==> src/rtl/mux_scan_sequencer.sv <==
// Round-robin channel scanner for a 4-to-1 mux.
//
// Walks the enabled channels A..D (ascending, wrapping 3->0) by driving the mux
// select lines. Each channel's select is held for SETTLE fixed cycles plus a
// programmable dwell, then the mux output is registered and tagged with its
// channel. The channel mask, dwell and single-pass mode are latched when a
// scan starts; later changes on those inputs wait for the next start.
//
// Ports:
//   clk            system clock, rising edge
//   rst_n          asynchronous active-low reset
//   start_i        begin a scan (sampled only while idle)
//   stop_i         abort a scan at the next edge (beats start_i)
//   single_i       1 = one pass then idle, 0 = continuous (latched at start)
//   ch_mask_i      channel enables, bit0=A .. bit3=D (latched at start)
//   dwell_i        dwell cycles per channel (latched at start)
//   mux_out_i      OUT of the 4-to-1 mux
//   s1_o, s2_o     mux select, {s1_o,s2_o} = channel index
//   sample_o       captured mux output
//   sample_ch_o    channel of sample_o, {S1,S2} encoding
//   sample_valid_o one-cycle strobe, sample_o/sample_ch_o valid
//   pass_done_o    one-cycle strobe, capture that wraps to the lowest channel
//   busy_o         high while a scan is in progress

module mux_scan_sequencer #(
  parameter int unsigned DWELL_W = 8,
  parameter int unsigned SETTLE  = 1
) (
  input  logic               clk,
  input  logic               rst_n,
  input  logic               start_i,
  input  logic               stop_i,
  input  logic               single_i,
  input  logic [3:0]         ch_mask_i,
  input  logic [DWELL_W-1:0] dwell_i,
  input  logic               mux_out_i,
  output logic               s1_o,
  output logic               s2_o,
  output logic               sample_o,
  output logic [1:0]         sample_ch_o,
  output logic               sample_valid_o,
  output logic               pass_done_o,
  output logic               busy_o
);

  // One down-counter serves both the settle and the dwell phase, so it is
  // as wide as the larger of the two.
  localparam int unsigned SetW = (SETTLE > 1) ? $clog2(SETTLE) : 1;
  localparam int unsigned CntW = (DWELL_W > SetW) ? DWELL_W : SetW;
  localparam logic [CntW-1:0] SettleLoad = (SETTLE > 0) ? CntW'(SETTLE - 1) : '0;

  typedef enum logic [1:0] {
    StIdle,
    StSettle,
    StDwell,
    StCapture
  } state_e;

  state_e             state_q, state_d;
  logic [CntW-1:0]    cnt_q, cnt_d;
  logic [1:0]         sel_q, sel_d;
  logic [3:0]         mask_q, mask_d;
  logic [DWELL_W-1:0] dwell_q, dwell_d;
  logic               single_q, single_d;
  logic               sample_q, sample_d;
  logic [1:0]         sample_ch_q, sample_ch_d;
  logic               sample_valid_q, sample_valid_d;
  logic               pass_done_q, pass_done_d;
  logic               busy_q, busy_d;
  logic [1:0]         next_sel;
  logic               wraps;

  // Lowest enabled channel of a mask (0 if the mask is empty).
  function automatic logic [1:0] lowest_ch(input logic [3:0] m);
    logic [1:0] res;
    res = 2'd0;
    for (int i = 3; i >= 0; i--) begin
      if (m[i]) res = 2'(i);
    end
    return res;
  endfunction

  // Next enabled channel above cur, wrapping 3->0. A lone enabled channel
  // selects itself again.
  function automatic logic [1:0] next_ch(input logic [1:0] cur, input logic [3:0] m);
    logic [1:0] res;
    logic [1:0] idx;
    res = cur;
    for (int k = 3; k >= 1; k--) begin
      idx = cur + 2'(k);
      if (m[idx]) res = idx;
    end
    return res;
  endfunction

  // Counter load for a dwell phase of dv cycles (dv != 0).
  function automatic logic [CntW-1:0] dwell_load(input logic [DWELL_W-1:0] dv);
    return CntW'(dv) - CntW'(1);
  endfunction

  // First phase of a fresh select window; empty phases are skipped.
  function automatic state_e first_phase(input logic [DWELL_W-1:0] dv);
    if (SETTLE > 0) return StSettle;
    if (dv != '0) return StDwell;
    return StCapture;
  endfunction

  function automatic logic [CntW-1:0] first_load(input logic [DWELL_W-1:0] dv);
    if (SETTLE > 0) return SettleLoad;
    if (dv != '0) return dwell_load(dv);
    return '0;
  endfunction

  assign next_sel = next_ch(sel_q, mask_q);
  assign wraps    = (next_sel == lowest_ch(mask_q));

  always_comb begin
    state_d        = state_q;
    cnt_d          = cnt_q;
    sel_d          = sel_q;
    mask_d         = mask_q;
    dwell_d        = dwell_q;
    single_d       = single_q;
    sample_d       = sample_q;
    sample_ch_d    = sample_ch_q;
    sample_valid_d = 1'b0;
    pass_done_d    = 1'b0;

    unique case (state_q)
      StIdle: begin
        // stop beats start; an empty mask never starts a scan.
        if (start_i && !stop_i && (ch_mask_i != 4'b0000)) begin
          mask_d   = ch_mask_i;
          dwell_d  = dwell_i;
          single_d = single_i;
          sel_d    = lowest_ch(ch_mask_i);
          state_d  = first_phase(dwell_i);
          cnt_d    = first_load(dwell_i);
        end
      end

      StSettle: begin
        if (stop_i) begin
          state_d = StIdle;
          cnt_d   = '0;
        end else if (cnt_q == '0) begin
          if (dwell_q != '0) begin
            state_d = StDwell;
            cnt_d   = dwell_load(dwell_q);
          end else begin
            state_d = StCapture;
          end
        end else begin
          cnt_d = cnt_q - CntW'(1);
        end
      end

      StDwell: begin
        if (stop_i) begin
          state_d = StIdle;
          cnt_d   = '0;
        end else if (cnt_q == '0) begin
          state_d = StCapture;
        end else begin
          cnt_d = cnt_q - CntW'(1);
        end
      end

      StCapture: begin
        if (stop_i) begin
          state_d = StIdle;
          cnt_d   = '0;
        end else begin
          sample_d       = mux_out_i;
          sample_ch_d    = sel_q;
          sample_valid_d = 1'b1;
          pass_done_d    = wraps;
          if (wraps && single_q) begin
            // End of a single pass: the select stays on the captured channel.
            state_d = StIdle;
            cnt_d   = '0;
          end else begin
            sel_d   = next_sel;
            state_d = first_phase(dwell_q);
            cnt_d   = first_load(dwell_q);
          end
        end
      end

      default: begin
        state_d = StIdle;
        cnt_d   = '0;
      end
    endcase

    busy_d = (state_d != StIdle);
  end

  always_ff @(posedge clk or negedge rst_n) begin
    if (!rst_n) begin
      state_q        <= StIdle;
      cnt_q          <= '0;
      sel_q          <= 2'd0;
      mask_q         <= 4'b0000;
      dwell_q        <= '0;
      single_q       <= 1'b0;
      sample_q       <= 1'b0;
      sample_ch_q    <= 2'd0;
      sample_valid_q <= 1'b0;
      pass_done_q    <= 1'b0;
      busy_q         <= 1'b0;
    end else begin
      state_q        <= state_d;
      cnt_q          <= cnt_d;
      sel_q          <= sel_d;
      mask_q         <= mask_d;
      dwell_q        <= dwell_d;
      single_q       <= single_d;
      sample_q       <= sample_d;
      sample_ch_q    <= sample_ch_d;
      sample_valid_q <= sample_valid_d;
      pass_done_q    <= pass_done_d;
      busy_q         <= busy_d;
    end
  end

  assign s1_o           = sel_q[1];
  assign s2_o           = sel_q[0];
  assign sample_o       = sample_q;
  assign sample_ch_o    = sample_ch_q;
  assign sample_valid_o = sample_valid_q;
  assign pass_done_o    = pass_done_q;
  assign busy_o         = busy_q;

endmodule

==> config.mk <==
export PLATFORM = sky130hd
export DESIGN_NAME = mux_scan_sequencer
export DESIGN_NICKNAME = d
export VERILOG_FILES = /design/src/rtl/mux_scan_sequencer.sv
export SDC_FILE = /design/constraint.sdc
export NUM_CORES = 1
export LEC_CHECK = 0
export CORE_ASPECT_RATIO = 1.2
export CORE_MARGIN = 2
export CORE_UTILIZATION = 40
export DETAILED_ROUTE_END_ITERATION = 16
export PLACE_DENSITY = 0.59
export SYNTH_ARGS = -nofsm -noshare
export SYNTH_HDL_FRONTEND = slang
export SYNTH_SLANG_ARGS = --single-unit
==> constraint.sdc <==
create_clock -name clk -period 3.2 [get_ports clk]
set_clock_uncertainty 0.05 [all_clocks]
set_input_delay 0.64 -clock clk [delete_from_list [all_inputs] [get_ports clk]]
set_output_delay 0.64 -clock clk [all_outputs]
set_load 0.02 [all_outputs]
==> results of run 1 <==
## logic make-up (layout without fill, tap and decap cells)
group / Yosys count / after routing / share of synthesized area
AND/OR/NAND/NOR: 71 / 71 / 0.200
AO/OA/AOI/OAI: 60 / 60 / 0.210
flip-flops: 31 / 31 / 0.408
multiplexers: 14 / 14 / 0.0822
buffers and inverters: 19 / 49 / 0.0421
XOR/XNOR: 4 / 4 / 0.0184
adder cells (fa/ha/maj): 6 / 6 / 0.0395
## critical path, cell delays in order
cell and delay [ns]:
clkdlybuf4s50_1 0.46, nor4_1 0.51, o21a_1 0.27, inv_1 0.09
a21oi_1 0.15, nor3_1 0.06, or4_1 0.51
## worst max path at each step
| stage | start | end | slack (ns) | depth (start not counted) |
|---|---|---|---|---|
| finish | ch_mask_i[1] | busy_o$_DFF_PN0_ | 0.60 | 7 |
| global route | ch_mask_i[1] | busy_o$_DFF_PN0_ | 0.37 | 7 |
| CTS | ch_mask_i[1] | busy_o$_DFF_PN0_ | 0.61 | 7 |
| detailed placement | ch_mask_i[1] | busy_o$_DFF_PN0_ | 0.32 | 7 |
| global placement | ch_mask_i[1] | busy_o$_DFF_PN0_ | 0.40 | 7 |
| floorplan | ch_mask_i[1] | busy_o$_DFF_PN0_ | 1.08 | 6 |
## layout by cell type, fill, tap and decap left out, types with 3 or more instances in the layout
master | Yosys | layout
a21oi_1 | 12 | 12
clkbuf_8 | 0 | 6
clkdlybuf4s50_1 | 0 | 25
dfrtp_1 | 31 | 31
ha_1 | 6 | 6
inv_1 | 14 | 14
mux2_2 | 13 | 13
nand2_1 | 25 | 25
nand2b_1 | 3 | 3
nor2_1 | 12 | 12
nor2b_1 | 3 | 3
nor3_1 | 7 | 7
nor4_1 | 4 | 4
o21a_1 | 6 | 6
o21ai_0 | 19 | 19
o21bai_1 | 3 | 3
## cell type report
type / count / area [um^2]
Sequential cell: 31 / 776
Tap cell: 58 / 72.6
Clock buffer: 6 / 82.6
Multi-Input combinational cell: 155 / 1050
Clock inverter: 2 / 35.0
Inverter: 14 / 52.6
Timing Repair Buffer: 27 / 265
Fill cell: 453 / 2260
## power groups by stage
stage | Combinational (mW) | Clock, mW | Sequential (mW)
6_report | 1.40 | 0.402 | 0.795
2_1_floorplan | 1.14 | 0 | 0.750
5_1_grt | 1.53 | 0.437 | 0.833
3_5_place_dp | 1.39 | 0 | 0.803
4_1_cts | 1.40 | 0.414 | 0.796
3_3_place_gp | 1.40 | 0 | 0.797
## routing by layer
metal  vias to the layer above  share of wire
met5                         -              0
met2                        37           0.47
li1                        804              -
met3                        10          0.038
met1                       757           0.47
met4                         0          0.018
## metrics by stage
step / instances / utilization / setup WS (ns) / hold slack [ns]
after floorplan: 205 / - / 1.08 / 0.294
after global placement: 285 / 0.481 / 0.402 / 0.418
after detailed placement: 285 / 0.481 / 0.317 / 0.412
after CTS: 293 / 0.507 / 0.611 / 0.441
after global routing: 293 / 0.507 / 0.370 / 0.488
final: 293 / 0.507 / 0.603 / 0.436
## state kept, by name, summed over array words and instances (netlist names)
signal          cells
cnt_q               8
dwell_q             8
mask_q              4
sample_ch_o         2
sel_q               2
state_q             2
busy_o              1
pass_done_o         1
sample_o            1
sample_valid_o      1
single_q            1
==> flow_summary_export.csv, run 1 <==
group,metric,value,unit
sta,fmax,385,MHz
clocking,htreeDepth,2,
worst_setup_path,endpoint_kind,"flop",
power_and_ir_drop,p_clk_frac,0.155,
placed_design,placedInstanceArea,0.00221,mm^2
placed_design,routabilityCongestion,0.863,
worst_setup_path,r2r-start,"cnt_q[0]$_DFFE_PN0P_",
floorplan,core_area,0.00459,mm^2
logic_synthesis,yosysTopAreaCellShare,0.408,
route,ant_nets,0,
worst_setup_path,r2r_cells,8,
sta,report.final.slew_viol_count,0,
worst_setup_path,arrival,2.69,ns
global_routing,grt_pass1_wl,7230,um
logic_synthesis,synth_edf_count,0,
layout,final_layout_size_suffix_gt1_frac,0.132,
layout,design_area,0.00233,mm^2
logic_synthesis,syn-num-nets,229,
global_routing,antenna_found_initial,0,
logic_synthesis,yosysUniqueCellTypes,49,
floorplan,io_pins,26,
sta,report.final.hold_viol_count,0,
sta,layout_min_cycle_time,2.60,ns
worst_setup_path,ff2ff_setup_slack,0.77,ns
route,post_drt_wl_per_cell,14.6,um
logic_synthesis,yosysMostFrequentCell,"dfrtp_1",
worst_setup_path,critPathKind,"in -> reg",
power_and_ir_drop,swShare,0.441,
clocking,cts_tree,"built",
run_status,outcome,"completed",
logic_synthesis,ys_ff_latch,31,
clocking,cts_root_buf,"clkbuf_8",
power_and_ir_drop,max-vdd-ir-drop,0.497,mV
power_and_ir_drop,power_density,1110,mW/mm^2
floorplan,rows,27,
global_routing,grt_usage,0.181,
layout,final_nets,258,
logic_synthesis,synth_warnings,0,
layout,synthToLayoutAreaGrowth,22.5,%
min_path,min_to,"sample_ch_o[0]$_DFFE_PN0P_",
floorplan,start_util,0.414,
power_and_ir_drop,total_power,2.60,mW
min_path,min_path_cells,2,
global_routing,grt_max_degree,32,
global_routing,gr-usage-met2,0.295,
logic_synthesis,ys_async_sr_fraction,1.00,
power_and_ir_drop,p_leak,0.981,nW
clocking,cts_resized,0,
route,vias,1608,
power_and_ir_drop,p_comb_frac,0.539,
run,maxCapViolations,0,
floorplan,die-height,79.5,um
power_and_ir_drop,intPower,1.45,mW
min_path,worstHoldStart,"sample_ch_o[0]$_DFFE_PN0P_",
global_routing,grt_pass1_vias,1500,
sta,relSlewSlack,0.653,
logic_synthesis,synth_common_cells,"31 x dfrtp_1, 25 x nand2_1, 19 x o21ai_0, 14 x inv_1, 13 x mux2_2",
sta,fin_crit_sh,0.812,
logic_synthesis,syn-cell-area,0.00190,mm^2
clocking,post_cts_buffers,0,
clocking,max-clock-path-buffers,2,
sta,tightestPinTransition,0.516,ns
logic_synthesis,synth_area_leader_cell,"dfrtp_1",
logic_synthesis,syn_avg_cell_area,9.28,um^2
layout,n_antenna_cell,0,
route,drc,0,
logic_synthesis,synth_ff_type,"dfrtp_1",
route,wirelength,4260,um
clocking,cts_buffers,5,
logic_synthesis,seq_area_frac_synth,0.408,
global_routing,grt_use_met3,0.0522,
placed_design,port_buffers,25,
clocking,clkSinkCount,31,
global_routing,grt.busiest_layer,"met2",
logic_synthesis,ys_top_cells_by_area,"dfrtp_1 41%, mux2_2 7.7%, o21ai_0 5.0%, nand2_1 4.9%, ha_1 3.9%",
global_routing,overflow,0,
global_routing,grt_use_met1,0.225,
clocking,clk_latency,0.29,ns
clocking,clk_pin_slew,0.07,ns
worst_setup_path,rr_endpoint,"busy_o$_DFF_PN0_",
min_path,min_path_type,"reg -> reg",
sta,setup_viol,0,
route,vias_per_cell,5.49,
floorplan,die_x,66.9,um
worst_setup_path,cp_max_fo,5,
worst_setup_path,critPathRequiredTime,3.30,ns
sta,tns,0,ns
route,drtIter0Drc,38,
route,dr.pass1.iters,4,
sta,rsz0062_at_grt,"no",
worst_setup_path,worstSetupStartpointType,"input port",
floorplan,dieArea,0.00532,mm^2
power_and_ir_drop,power_switching,1.15,mW
placed_design,dp_hpwl,3200,um
logic_synthesis,syn_inst,205,
clocking,cts_hold_buffers,0,
power_and_ir_drop,pwr-share-seq,0.306,
No activity file was read; power rests on OpenSTA's default activity.
==> run 2, diff against run 1 <==
==> constraint.sdc (replaced) <==
create_clock -name clk -period 2.47 [get_ports clk]
set_clock_uncertainty 0.05 [all_clocks]
set_input_delay 0.494 -clock clk [delete_from_list [all_inputs] [get_ports clk]]
set_output_delay 0.494 -clock clk [all_outputs]
set_load 0.02 [all_outputs]
==> run 2 against run 1 <==
Net effect: worst hold slack is essentially flat; setup slack lost 0.41 ns; first-iteration DRC count grew to 5.5 times the previous value; critical path depth grew 1; via count grew 1.6%; count of clock-buffer cells in the layout shrank 1; core utilization grew 1.4 points.
==> flow_summary_export.csv, run 2 (synthesized netlist as in run 1, its figures left out) <==
group,metric,value,unit
global_routing,grt_pass1_wl,7500,um
global_routing,grt_max_degree,32,
sta,rsz0062_at_grt,"no",
power_and_ir_drop,p_clk_frac,0.123,
sta,tns,0,ns
layout,final_cell_mix,"31 x dfrtp_1, 25 x nand2_1, 25 x clkdlybuf4s50_1",
floorplan,io_pins,26,
floorplan,die_x,66.9,um
layout,final_nets,268,
sta,fmax,439,MHz
floorplan,dieArea,0.00532,mm^2
sta,layout_min_cycle_time,2.28,ns
route,vias,1633,
min_path,worstHoldStart,"sample_o$_DFFE_PN0P_",
run,maxCapViolations,0,
worst_setup_path,r2r-start,"cnt_q[0]$_DFFE_PN0P_",
route,post_drt_wl_per_cell,13.8,um
power_and_ir_drop,total_power,3.34,mW
worst_setup_path,arrival,2.38,ns
clocking,clkSinkCount,31,
clocking,clk_latency,0.29,ns
power_and_ir_drop,max-vdd-ir-drop,0.679,mV
floorplan,start_util,0.414,
worst_setup_path,critPathKind,"reg -> reg",
route,drtIter0Drc,209,
layout,design_area,0.00239,mm^2
worst_setup_path,cp_max_fo,6,
global_routing,grt_pass1_vias,1549,
worst_setup_path,critPathRequiredTime,2.57,ns
route,wirelength,4190,um
power_and_ir_drop,p_comb_frac,0.572,
min_path,min_to,"sample_o$_DFFE_PN0P_",
sta,relSlewSlack,0.619,
power_and_ir_drop,pwr-share-seq,0.305,
layout,synthToLayoutAreaGrowth,25.9,%
clocking,cts_buffers,5,
floorplan,core_area,0.00459,mm^2
sta,report.final.slew_viol_count,0,
clocking,cts_hold_buffers,0,
clocking,max-clock-path-buffers,2,
min_path,min_path_type,"reg -> reg",
min_path,min_path_cells,2,
power_and_ir_drop,intPower,1.82,mW
run_status,outcome,"completed",
placed_design,port_buffers,25,
sta,tightestPinTransition,0.566,ns
floorplan,rows,27,
worst_setup_path,r2r_cells,8,
worst_setup_path,rr_endpoint,"busy_o$_DFF_PN0_",
global_routing,grt_usage,0.186,
placed_design,placedInstanceArea,0.00230,mm^2
layout,largestRegisters,"cnt_q: 8 flops, dwell_q: 8 flops, mask_q: 4 flops",
route,drc,0,
clocking,cts_root_buf,"clkbuf_8",
floorplan,die-height,79.5,um
global_routing,overflow,0,
global_routing,antenna_found_initial,0,
layout,final_common_cell,"dfrtp_1",
clocking,htreeDepth,2,
clocking,post_cts_buffers,0,
sta,report.final.hold_viol_count,0,
layout,n_antenna_cell,0,
route,dr.pass1.iters,4,
power_and_ir_drop,power_density,1390,mW/mm^2
placed_design,dp_hpwl,3230,um
clocking,cts_tree,"built",
power_and_ir_drop,swShare,0.453,
route,vias_per_cell,5.39,
placed_design,routabilityCongestion,0.877,
sta,setup_viol,0,
layout,final_layout_size_suffix_gt1_frac,0.167,
clocking,clk_pin_slew,0.07,ns
worst_setup_path,endpoint_kind,"flop",
sta,fin_crit_sh,0.922,
power_and_ir_drop,p_leak,1.02,nW
route,ant_nets,0,
worst_setup_path,worstSetupStartpointType,"flop",
layout,fillers,445,
power_and_ir_drop,power_switching,1.51,mW
worst_setup_path,ff2ff_setup_slack,0.19,ns
==> run 2: changes by cell type in the layout (fill, tap and decap cells not counted), sizes merged <==
| cell | delta |
|---|---|
| buf | +10 |
| bufinv | -1 |
| clkbuf | -1 |
| clkinv | +1 |
| clkinvlp | +1 |
==> run 2: metal layers <==
metal  track usage  vias up  share of wire  wire length (um)
met5             0        -              0                 0
met4        0.0694        0          0.018                77
met3        0.0395        8          0.047               195
met2         0.293       44           0.48              2000
met1         0.250      754           0.46              1920
li1              -      827              -                 -
==> run 2: worst max path at each step <==
stage,start,to,slack (ns)
detailed placement,ch_mask_i[1],busy_o$_DFF_PN0_,0.05
floorplan,cnt_q[0]$_DFFE_PN0P_,busy_o$_DFF_PN0_,0.35
CTS,cnt_q[1]$_DFFE_PN0P_,busy_o$_DFF_PN0_,0.21
finish,cnt_q[0]$_DFFE_PN0P_,busy_o$_DFF_PN0_,0.19
global route,cnt_q[1]$_DFFE_PN0P_,busy_o$_DFF_PN0_,0.04
global placement,ch_mask_i[1],busy_o$_DFF_PN0_,0.05
==> run 2: worst max-delay path, cell delays in order (launching register included) <==
cell     delay, ns
dfrtp_1       0.41
inv_1         0.09
ha_1          0.18
nor3b_2       0.39
nand2_2       0.14
a21oi_4       0.17
o21a_1        0.15
nor3_1        0.06
or4_1         0.50
==> run 2: final cells by class <==
type | count | area, um^2 | share of cell area
inverter | 14 | 52.6 | 0.0220
multi-input combinational | 155 | 1050 | 0.437
clock inverter | 3 | 25.0 | 0.0105
clock buffer | 5 | 68.8 | 0.0288
tap | 58 | 72.6 | 0.0303
timing repair buffer | 37 | 353 | 0.147
sequential | 31 | 776 | 0.324
==> run 2: stage by stage <==
| stage | cells | utilization | setup slack (ns) | hold slack, ns |
|---|---|---|---|---|
| finish | 303 | 0.521 | 0.193 | 0.436 |
| global route | 303 | 0.521 | 0.0399 | 0.473 |
| CTS | 303 | 0.521 | 0.207 | 0.440 |
| detailed placement | 295 | 0.501 | 0.0530 | 0.411 |
| global placement | 295 | 0.501 | 0.0463 | 0.414 |
| floorplan | 205 | - | 0.349 | 0.148 |
==> run 2: power groups by stage <==
stage	Sequential (mW)	Combinational (mW)	Clock [mW]
CTS	1.02	1.91	0.428
floorplan	0.971	1.48	0
global placement	1.03	1.90	0
detailed placement	1.03	1.88	0
finish	1.02	1.91	0.410
global route	1.07	2.14	0.454
==> run 2: what timing repair did <==
action,CTS,global route
gates resized for setup,0,1
endpoints found under the hold margin,0,0
setup endpoints to repair,0,1
==> run 3, diff against run 2 <==
--- a/config.mk
+++ b/config.mk
@@ -8,8 +8,11 @@
 export CORE_ASPECT_RATIO = 1.2
 export CORE_MARGIN = 2
 export CORE_UTILIZATION = 40
+export CTS_BUF_LIST = sky130_fd_sc_hd__clkbuf_16
 export DETAILED_ROUTE_END_ITERATION = 16
+export GPL_TIMING_DRIVEN = 0
 export PLACE_DENSITY = 0.59
+export RECOVER_POWER = 100
 export SYNTH_ARGS = -nofsm -noshare
 export SYNTH_HDL_FRONTEND = slang
 export SYNTH_SLANG_ARGS = --single-unit
==> run 3 against run 2 <==
Net effect: the run now ends with capacitance limit, slew limit left; sequential power fell by 5%; setup slack worse by 0.12 ns; routed wire length rose by 3.7%; flip-flop and latch count unchanged; total power is 6.6% higher; core utilization shrank 0.16 points; worst hold slack worse by 0.0084 ns; largest cell class unchanged.
==> flow_summary_export.csv, run 3 (synthesized netlist as in run 1, its figures left out) <==
group,metric,value,unit
run_status,outcome,"finished, violations left",
run_status,violations,"capacitance limit, slew limit",
worst_setup_path,endpoint_kind,"flop",
global_routing,grt_pass1_vias,1634,
placed_design,dp_hpwl,3190,um
route,wirelength,4340,um
sta,tightestPinTransition,1.69,ns
layout,final_common_cell,"dfrtp_1",
route,vias,1628,
route,drc,0,
layout,multiInputGateArea,0.00107,mm^2
clocking,clk_pin_slew,0.05,ns
floorplan,die-height,79.5,um
worst_setup_path,critPathRequiredTime,2.55,ns
clocking,htreeDepth,2,
layout,final_nets,262,
power_and_ir_drop,max-vdd-ir-drop,0.533,mV
clocking,cts_hold_buffers,0,
route,dr.pass1.iters,4,
clocking,cts_buffers,5,
global_routing,grt_max_degree,32,
floorplan,die_x,66.9,um
power_and_ir_drop,power_density,1490,mW/mm^2
layout,postLayoutCoreUtil,0.519,
layout,regArea,776,um^2
clocking,clkSinkCount,31,
route,ant_nets,0,
sta,relSlewSlack,-0.130,
layout,final_layout_size_suffix_gt1_frac,0.134,
floorplan,rows,27,
worst_setup_path,r2r_cells,8,
layout,synthToLayoutAreaGrowth,25.5,%
sta,fin_crit_sh,0.970,
layout,fillers,450,
power_and_ir_drop,p_leak,1.01,nW
sta,report.final.hold_viol_count,0,
sta,setup_ws,0.0750,ns
floorplan,core_area,0.00459,mm^2
clocking,cts_tree,"built",
clocking,cts_root_buf,"clkbuf_16",
global_routing,grt_usage,0.184,
global_routing,grt_pass1_wl,7470,um
min_path,min_path_cells,2,
min_path,min_path_type,"reg -> reg",
sta,setup_viol,0,
sta,layout_min_cycle_time,2.39,ns
layout,n_antenna_cell,0,
placed_design,post-place-ws,-0.309,ns
global_routing,overflow,0,
worst_setup_path,worstSetupStartpointType,"input port",
sta,rsz0062_at_grt,"no",
route,post_drt_wl_per_cell,14.6,um
floorplan,start_util,0.414,
placed_design,routabilityCongestion,0.870,
route,vias_per_cell,5.48,
floorplan,io_pins,26,
clocking,clk_latency,0.28,ns
layout,largestRegisters,"cnt_q: 8 flops, dwell_q: 8 flops, mask_q: 4 flops",
worst_setup_path,cp_max_fo,5,
run,maxCapViolations,1,
sta,report.final.slew_viol_count,32,
clocking,max-clock-path-buffers,2,
sta,fmax,418,MHz
route,drtIter0Drc,102,
worst_setup_path,critPathKind,"in -> reg",
worst_setup_path,arrival,2.48,ns
placed_design,port_buffers,25,
floorplan,dieArea,0.00532,mm^2
global_routing,antenna_found_initial,0,
layout,final_cell_mix,"31 x dfrtp_1, 25 x nand2_1, 19 x o21ai_0",
sta,holdWs,0.428,ns
run 3: cell count changes in the layout (fill, tap and decap cells not counted), moves of 2 or more:
cell             change
clkbuf_8             -5
dlygate4sd3_1        +8
clkdlybuf4s50_1      -9
clkinv_1             +2
buf_4                -9
clkbuf_1             +4
clkinv_4             -2
clkbuf_16            +5
run 3: metal layers:
layer,GRT usage,part of all wire,vias up
li1,-,-,809
met4,0.0796,0.017,0
met2,0.296,0.49,56
met5,0,0,-
met1,0.242,0.45,756
met3,0.0296,0.042,7
run 3: metrics by stage:
step                std cells  total power, mW  setup TNS [ns]  instance area (um^2)
floorplan                 205             2.45               0                  1900
global placement          288             2.95           -2.62                  2220
detailed placement        288             2.94           -2.43                  2220
CTS                       296             3.55               0                  2370
global route              297             3.85               0                  2390
finish                    297             3.56               0                  2390
run 3: worst paths after layout:
path,startpoint,end,slack (ns)
worst min register to register,sample_o$_DFFE_PN0P_,sample_o$_DFFE_PN0P_,0.43
max in group asynchronous,rst_n,state_q[0]$_DFF_PN0_,0.78
min in group asynchronous,rst_n,cnt_q[2]$_DFFE_PN0P_,0.61
worst max register to register,cnt_q[0]$_DFFE_PN0P_,busy_o$_DFF_PN0_,0.11
worst min-delay path,sample_o$_DFFE_PN0P_,sample_o$_DFFE_PN0P_,0.43
worst max-delay path,ch_mask_i[1],busy_o$_DFF_PN0_,0.08
run 3: worst max-delay path, stage by stage:
cell and delay [ns]:
clkdlybuf4s50_1 0.51, nor4_4 0.36, o21a_1 0.26, inv_1 0.10
a21oi_1 0.15, nor3_1 0.07, or4_1 0.54
run 3: cell type report:
class,instances,area share
Inverter,14,0.0220
Clock inverter,3,0.00629
Buffer,5,0.00996
Sequential cell,31,0.325
Tap cell,58,0.0304
Multi-Input combinational cell,155,0.448
Clock buffer,5,0.0524
Timing Repair Buffer,26,0.105
run 3: repair_timing:
action / 4_1_cts / 5_1_grt
setup endpoints to repair: 1 / 7
gates resized for setup: 1 / 3
setup buffers: 0 / 1
endpoints found under the hold margin: 0 / 0
run 3: power by group:
group	switching [mW]	internal (mW)	total (mW)
registers	0.240	0.729	0.968
clock network	0.219	0.365	0.585
logic	1.09	0.912	2.00
